--- src/rtl/multiplier_stream_adapter.sv ---
// Valid/ready stream front-end for the sequential multiplier.
// Buffers operand pairs, runs one job at a time, streams products out.
module multiplier_stream_adapter #(
  parameter int N     = 4,
  parameter int DEPTH = 4
) (
  input  logic                         clock,
  input  logic                         reset_n,
  input  logic                         in_valid,
  output logic                         in_ready,
  input  logic [N-1:0]                 in_multiplicand,
  input  logic [N-1:0]                 in_multiplier,
  output logic                         out_valid,
  input  logic                         out_ready,
  output logic [2*N-1:0]               out_product,
  output logic                         mul_start,
  input  logic                         mul_ready,
  output logic [N-1:0]                 mul_multiplicand,
  output logic [N-1:0]                 mul_multiplier,
  input  logic [2*N-1:0]               mul_product,
  output logic [$clog2(DEPTH+1)-1:0]   fifo_level
);

  localparam int AW = $clog2(DEPTH);
  localparam int PW = AW + 1;
  localparam int LW = $clog2(DEPTH + 1);

  typedef enum logic [2:0] {
    IDLE,
    START,
    WAIT_BUSY,
    WAIT_DONE,
    DRAIN
  } state_t;

  state_t state;

  logic [2*N-1:0] mem [DEPTH];
  logic [PW-1:0]  wr_ptr;
  logic [PW-1:0]  rd_ptr;
  logic [2*N-1:0] head;
  logic           full;
  logic           empty;
  logic           push;
  logic           pop;

  // Extra pointer MSB separates full from empty when indices match.
  assign empty = (wr_ptr == rd_ptr);
  assign full  = (wr_ptr[AW] != rd_ptr[AW]) &&
                 (wr_ptr[AW-1:0] == rd_ptr[AW-1:0]);

  assign in_ready   = !full;
  assign push       = in_valid && in_ready;
  assign pop        = (state == IDLE) && !empty &&
                      mul_ready && !out_valid;
  assign head       = mem[rd_ptr[AW-1:0]];
  assign fifo_level = LW'(wr_ptr - rd_ptr);

  always_ff @(posedge clock) begin
    if (push) begin
      mem[wr_ptr[AW-1:0]] <= {in_multiplicand, in_multiplier};
    end
  end

  always_ff @(posedge clock or negedge reset_n) begin
    if (!reset_n) begin
      wr_ptr <= '0;
      rd_ptr <= '0;
    end else begin
      if (push) wr_ptr <= wr_ptr + 1'b1;
      if (pop)  rd_ptr <= rd_ptr + 1'b1;
    end
  end

  always_ff @(posedge clock or negedge reset_n) begin
    if (!reset_n) begin
      state            <= IDLE;
      mul_start        <= 1'b0;
      mul_multiplicand <= '0;
      mul_multiplier   <= '0;
      out_valid        <= 1'b0;
      out_product      <= '0;
    end else begin
      unique case (state)
        IDLE: begin
          if (pop) begin
            mul_multiplicand <= head[2*N-1:N];
            mul_multiplier   <= head[N-1:0];
            mul_start        <= 1'b1;
            state            <= START;
          end
        end
        START: begin
          mul_start <= 1'b0;
          state     <= WAIT_BUSY;
        end
        WAIT_BUSY: begin
          if (!mul_ready) state <= WAIT_DONE;
        end
        WAIT_DONE: begin
          if (mul_ready) begin
            out_product <= mul_product;
            out_valid   <= 1'b1;
            state       <= DRAIN;
          end
        end
        DRAIN: begin
          if (out_ready) begin
            out_valid <= 1'b0;
            state     <= IDLE;
          end
        end
        default: begin
          mul_start <= 1'b0;
          state     <= IDLE;
        end
      endcase
    end
  end

endmodule

--- config.mk ---
export PLATFORM = sky130hd
export DESIGN_NAME = multiplier_stream_adapter
export DESIGN_NICKNAME = d
export VERILOG_FILES = /design/src/rtl/multiplier_stream_adapter.sv
export SDC_FILE = /design/constraint.sdc
export NUM_CORES = 1
export LEC_CHECK = 0
export ABC_CLOCK_PERIOD_IN_PS = 3150
export BUFFER_PORTS_ARGS = -buffer_cell sky130_fd_sc_hd__buf_2
export CAP_MARGIN = 20
export CORE_MARGIN = 5
export CORE_UTILIZATION = 55
export CTS_CLUSTER_SIZE = 16
export DETAILED_ROUTE_END_ITERATION = 8
export HOLD_SLACK_MARGIN = 0.03
export PLACE_DENSITY = 0.89
export SLEW_MARGIN = 20
export SYNTH_ARGS = -nofsm -noshare
export SYNTH_HDL_FRONTEND = slang
export SYNTH_SLANG_ARGS = --single-unit
--- constraint.sdc ---
create_clock -name clock -period 3.15 [get_ports clock]
set_clock_uncertainty 0.15 [all_clocks]
set_input_delay 0 -clock clock [delete_from_list [all_inputs] [get_ports clock]]
set_output_delay 0 -clock clock [all_outputs]
set_load 0.03 [all_outputs]
# Word level (Yosys, flattened, before mapping)
# Memories as Yosys holds them, arrays and structs flattened. A register that Yosys moved wholly into a read port is not among the register bits.
# Cells that the tools add are included.
word_totals:
  ff_bits: 19
  ramBits: 32
  input_bits: 21
  output_inout_bits: 22
  word_cells: 51
  memories: 1
classes:
  addsub: 3
  n_eq_ne: 11
  mux: 12
  bitwise: 1
  n_reduce_logical: 17
memory_table:
  columns: ["memory", "words", "width", "read_ports", "rd_ports_with_merged_regs", "wr", "line_no", "text"]
  rows:
  - ["mem", 4, 8, 1, 1, 1, "38", "logic [2*N-1:0] mem [DEPTH];"]
ops:
  columns: ["operator", "count"]
  rows:
  - ["3-bit case mux with 5 select lines", 1]
  - ["3-bit 2-to-1 mux", 4]
  - ["2-bit != test (second input constant)", 4]
  - ["3-bit by 1-bit adder with 3-bit output (second input constant)", 2]
  - ["3-bit by 2-bit == test with 1-bit output (second input constant)", 2]
  - ["2-bit AND reduction", 3]
  - ["1-bit logical AND", 5]
  - ["1-bit 2-to-1 mux", 5]
  - ["1-bit zero test", 4]
  - ["1-bit case mux with 2 select lines", 2]
  - ["4-bit AND reduction", 1]
  - ["3-bit by 1-bit == test with 1-bit output (second input constant)", 1]
  - ["3-bit == test", 1]
  - ["3-bit == test (second input constant)", 1]
  - ["3-bit zero test", 1]
  - ["3-bit AND reduction", 1]
  - ["3-bit OR reduction", 1]
  - ["3-bit subtractor", 1]
  - ["2-bit == test", 1]
  - ["2-bit nonzero test", 1]
  - ["1-bit != test", 1]
  - ["1-bit inverter", 1]

# Logic depth before layout (Yosys ltp)
depth:
  word_depth: 7
  depth_mapped: 7
  depth_no_buf: 5

# Worst setup path before layout
# No wires, ideal clock.
synth_path:
  path_kind: "register to register"
  from: "reg rd_ptr[1]"
  to: "mem mem[0][0] (netlist bit) (enable)"
  arrival_ns: 1.702
  setup_slack_ns: 0.966
  stages_incl_launch_ff: 6
  path_cell_list: "dfrtp_1 clkbuf_1 inv_1 ha_1 a31oi_1 and2_1"
synth_between:
  elab_chain_cells: 6
synth_lines:
  columns: ["item", "line_no", "text"]
  rows:
  - ["start, declared", "40", "logic [PW-1:0] rd_ptr;"]
  - ["start signal, assigned", "71", "if (pop) rd_ptr <= rd_ptr + 1'b1;"]
  - ["2-bit == test", "50", "(wr_ptr[AW-1:0] == rd_ptr[AW-1:0]);"]
  - ["1-bit logical AND", "49", "assign full = (wr_ptr[AW] != rd_ptr[AW]) &&"]
  - ["1-bit zero test", "52", "assign in_ready = !full;"]
  - ["1-bit logical AND", "53", "assign push = in_valid && in_ready;"]
  - ["1-bit 2-to-1 mux", "60", "if (push) begin"]
  - ["1-bit 2-to-1 mux (implied by the code)", "61", "mem[wr_ptr[AW-1:0]] <= {in_multiplicand, in_multiplier};"]
  - ["end, declared", "38", null]
# No other way between the ends.

# Worst setup path in the final report
# Same ends and word-level chain as after synthesis.

==> reports/results.tsv <==
stage	metric	value	unit
power_and_ir_drop	power_frac_seq	0.371	
yosys	synth-seq-area-share	0.672	
cts	tritoncts	yes	
timing	finalCritPeriodShare	0.761	
cts	cts.sinks	59	
floorplan	rows	24	
floorplan	dieArea	0.00586	mm²
finish	nNetsFinal	236	
yosys	synth_area	0.00244	mm²
cts	cts_root_buf	clkbuf_8	
power_and_ir_drop	finalPower	3.45	mW
critical_path	slowest_delay	0.60	ns
timing	setup_violations	0	
yosys	ys_ff_latch	59	
drt	dr.pass1.iters	4	
floorplan	ioPinCount	43	
critical_path	worstPathRequired	2.99	ns
critical_path	cpMaxStageDelayCell	dfrtp_1	
cts	post_cts_buffers	0	
timing	rsz0062_at_grt	no	
finish	layout-drive-gt1-share	0.410	
grt	grt_usage	0.176	
yosys	synth-edff-count	32	
grt	grt_pass1_vias	1517	
yosys	synth_cell_type_count	31	
power_and_ir_drop	powerDensity	1100	mW/mm²
placed_design	place_ws	0.741	ns
placed_design	gp_congestion	0.753	
finish	mostFrequentLayoutCell	buf_2	
drt	finalWirelength	4610	µm
critical_path	path_buf_inv	1	
yosys	avgSynthCellArea	17.9	µm²
yosys	syn_nets	165	
critical_path	crit_family	flip-flops	
critical_path	cp-end-kind	register	
timing	finalSetupTns	0	ns
placed_design	dpl_cell_area	0.00269	mm²
drt	wl_per_cell	17.5	µm
timing	finalHoldViolCount	0	
grt	antenna_found_initial	0	
yosys	async_reset_ff_frac	0.458	
cts	clkTransAtPathRegs	0.06	ns
finish	area_growth	28.3	%
timing	holdWs	0.0557	ns
critical_path	critPathMaxFanout	11	
finish	fin_cells	264	
grt	grt_max_degree	28	
timing	tightestPinTransition	0.589	ns
yosys	syn_inst	136	
cts	clk-insertion-delay-late	0.33	ns
drt	antenna_left	0	
power_and_ir_drop	p_int	2.19	mW
floorplan	die_x	76.6	µm
drt	drc	0	
placed_design	placed_cells	228	
run_status	status	finished, final reports clean	
floorplan	start_util	0.563	
timing	layout_min_cycle_time	2.40	ns
floorplan	core	0.00432	mm²
power_and_ir_drop	p_comb_frac	0.399	
placed_design	io_buffers	42	
finish	postLayoutCellArea	0.00313	mm²
yosys	synth_flop_cell	edfxtp_1	
power_and_ir_drop	max-vdd-ir-drop	0.000574	V
power_and_ir_drop	switching_share	0.366	
min_path	min_path_type	input pin to asynchronous set/reset pin	
drt	drt_first_iter_violations	59	
timing	max_freq	0.417	GHz
timing	final_max_slew_viol_count	0	
cts	htree_levels	3	
yosys	ys_warn_count	0	
cts	cts_max_path_buffers	2	
timing	slew_headroom	0.607	
critical_path	cp-start-kind	register	
grt	grt_pass1_wl	7850	µm
finish	n_antenna_cell	0	
drt	num_vias	1371	
grt	gr-total-overflow	0	
critical_path	crit_type	register to register	
critical_path	crit_arrival	2.24	ns
timing	layout_setup_ws	0.754	ns
floorplan	dieHeight	76.6	µm
drt	vias_per_cell	5.19	
finish	post-route-util	0.723	
run	drv_cap	0	
placed_design	dp_hpwl	3120	µm
power_and_ir_drop	leakagePower	1.31	nW
finish	layout_common_cells	42 x buf_2, 32 x edfxtp_1, 27 x dfrtp_1, 20 x dlygate4sd3_1, 11 x mux2_2	
power_and_ir_drop	pwr-share-clk	0.230	
cts	numCtsBuffers	9	
critical_path	crit_chain	inv_1 -> ha_1 -> a31oi_1 -> and2_1	
power_and_ir_drop	power_switching	1.26	mW
cts	cts_resized	0	
==> state kept, by name, indices dropped and copies added (netlist names) <==
name	flops
rd_ptr	3
mul_multiplicand	4
state	3
mul_multiplier	4
wr_ptr	3
out_valid	1
mem	32
out_product	8
mul_start	1
==> power groups by stage <==
stage	Combinational, mW	Sequential, mW	Clock [mW]
final	1.38	1.28	0.795
after global routing	1.50	1.31	0.845
after CTS	1.39	1.28	0.811
after detailed placement	1.37	1.28	0
after global placement	1.31	1.26	0
after floorplan	0.840	1.45	0
==> synthesized netlist by cell type, types with 3 or more instances <==
library cell | n | area (µm²)
dfrtp_1 | 27 | 676
ha_1 | 7 | 87.6
mux4_2 | 8 | 180
mux2_2 | 11 | 124
mux2_4 | 7 | 105
and2_1 | 3 | 18.8
xnor2_1 | 3 | 26.3
edfxtp_1 | 32 | 961
inv_1 | 8 | 30.0
==> cell type report <==
| type | count | area (µm²) |
|---|---|---|
| clock buffer | 10 | 128 |
| sequential | 59 | 1640 |
| clock inverter | 6 | 104 |
| multi-input combinational | 65 | 737 |
| inverter | 8 | 30.0 |
| tap | 52 | 65.1 |
| timing repair buffer | 64 | 425 |
| fill | 278 | 1200 |
==> cell families (layout without fill, tap and decap cells) <==
kind of cell | after synthesis | after routing | share of synthesized area
compound gates | 9 | 9 | 0.0283
xor+xnor | 6 | 6 | 0.0247
fa+ha+maj | 8 | 8 | 0.0442
buf+inv | 12 | 88 | 0.0257
flops | 59 | 59 | 0.672
mux | 26 | 26 | 0.168
simple gates | 16 | 16 | 0.0375
==> repair_timing <==
item                                    in CTS  in global routing
endpoints found under the setup margin       0                  0
hold buffers                                20                  0
hold endpoints to repair                    73                  0
==> path summary, 6_finish.rpt <==
check	end	startpoint	cells after the start	slack (ns)
max	mem[0][0]$_DFFE_PP_	rd_ptr[1]$_DFFE_PN0P_	4	0.75
min	out_valid$_DFFE_PN0P_	reset_n	2	0.06
max reg2reg	mem[0][0]$_DFFE_PP_	rd_ptr[1]$_DFFE_PN0P_	4	0.75
min reg2reg	out_product[0]$_DFFE_PN0P_	out_product[0]$_DFFE_PN0P_	1	0.35
max in group asynchronous	mul_multiplier[3]$_DFFE_PN0P_	reset_n	2	2.40
min in group clock	state[2]$_DFFE_PN0P_	out_ready	3	0.25
==> layer usage <==
metal	track usage	wire length (µm)
met3	0.0662	360
met2	0.263	2160
met5	0	0
met4	0.0822	94
met1	0.228	2000
Power figures use the tool's default switching activity.
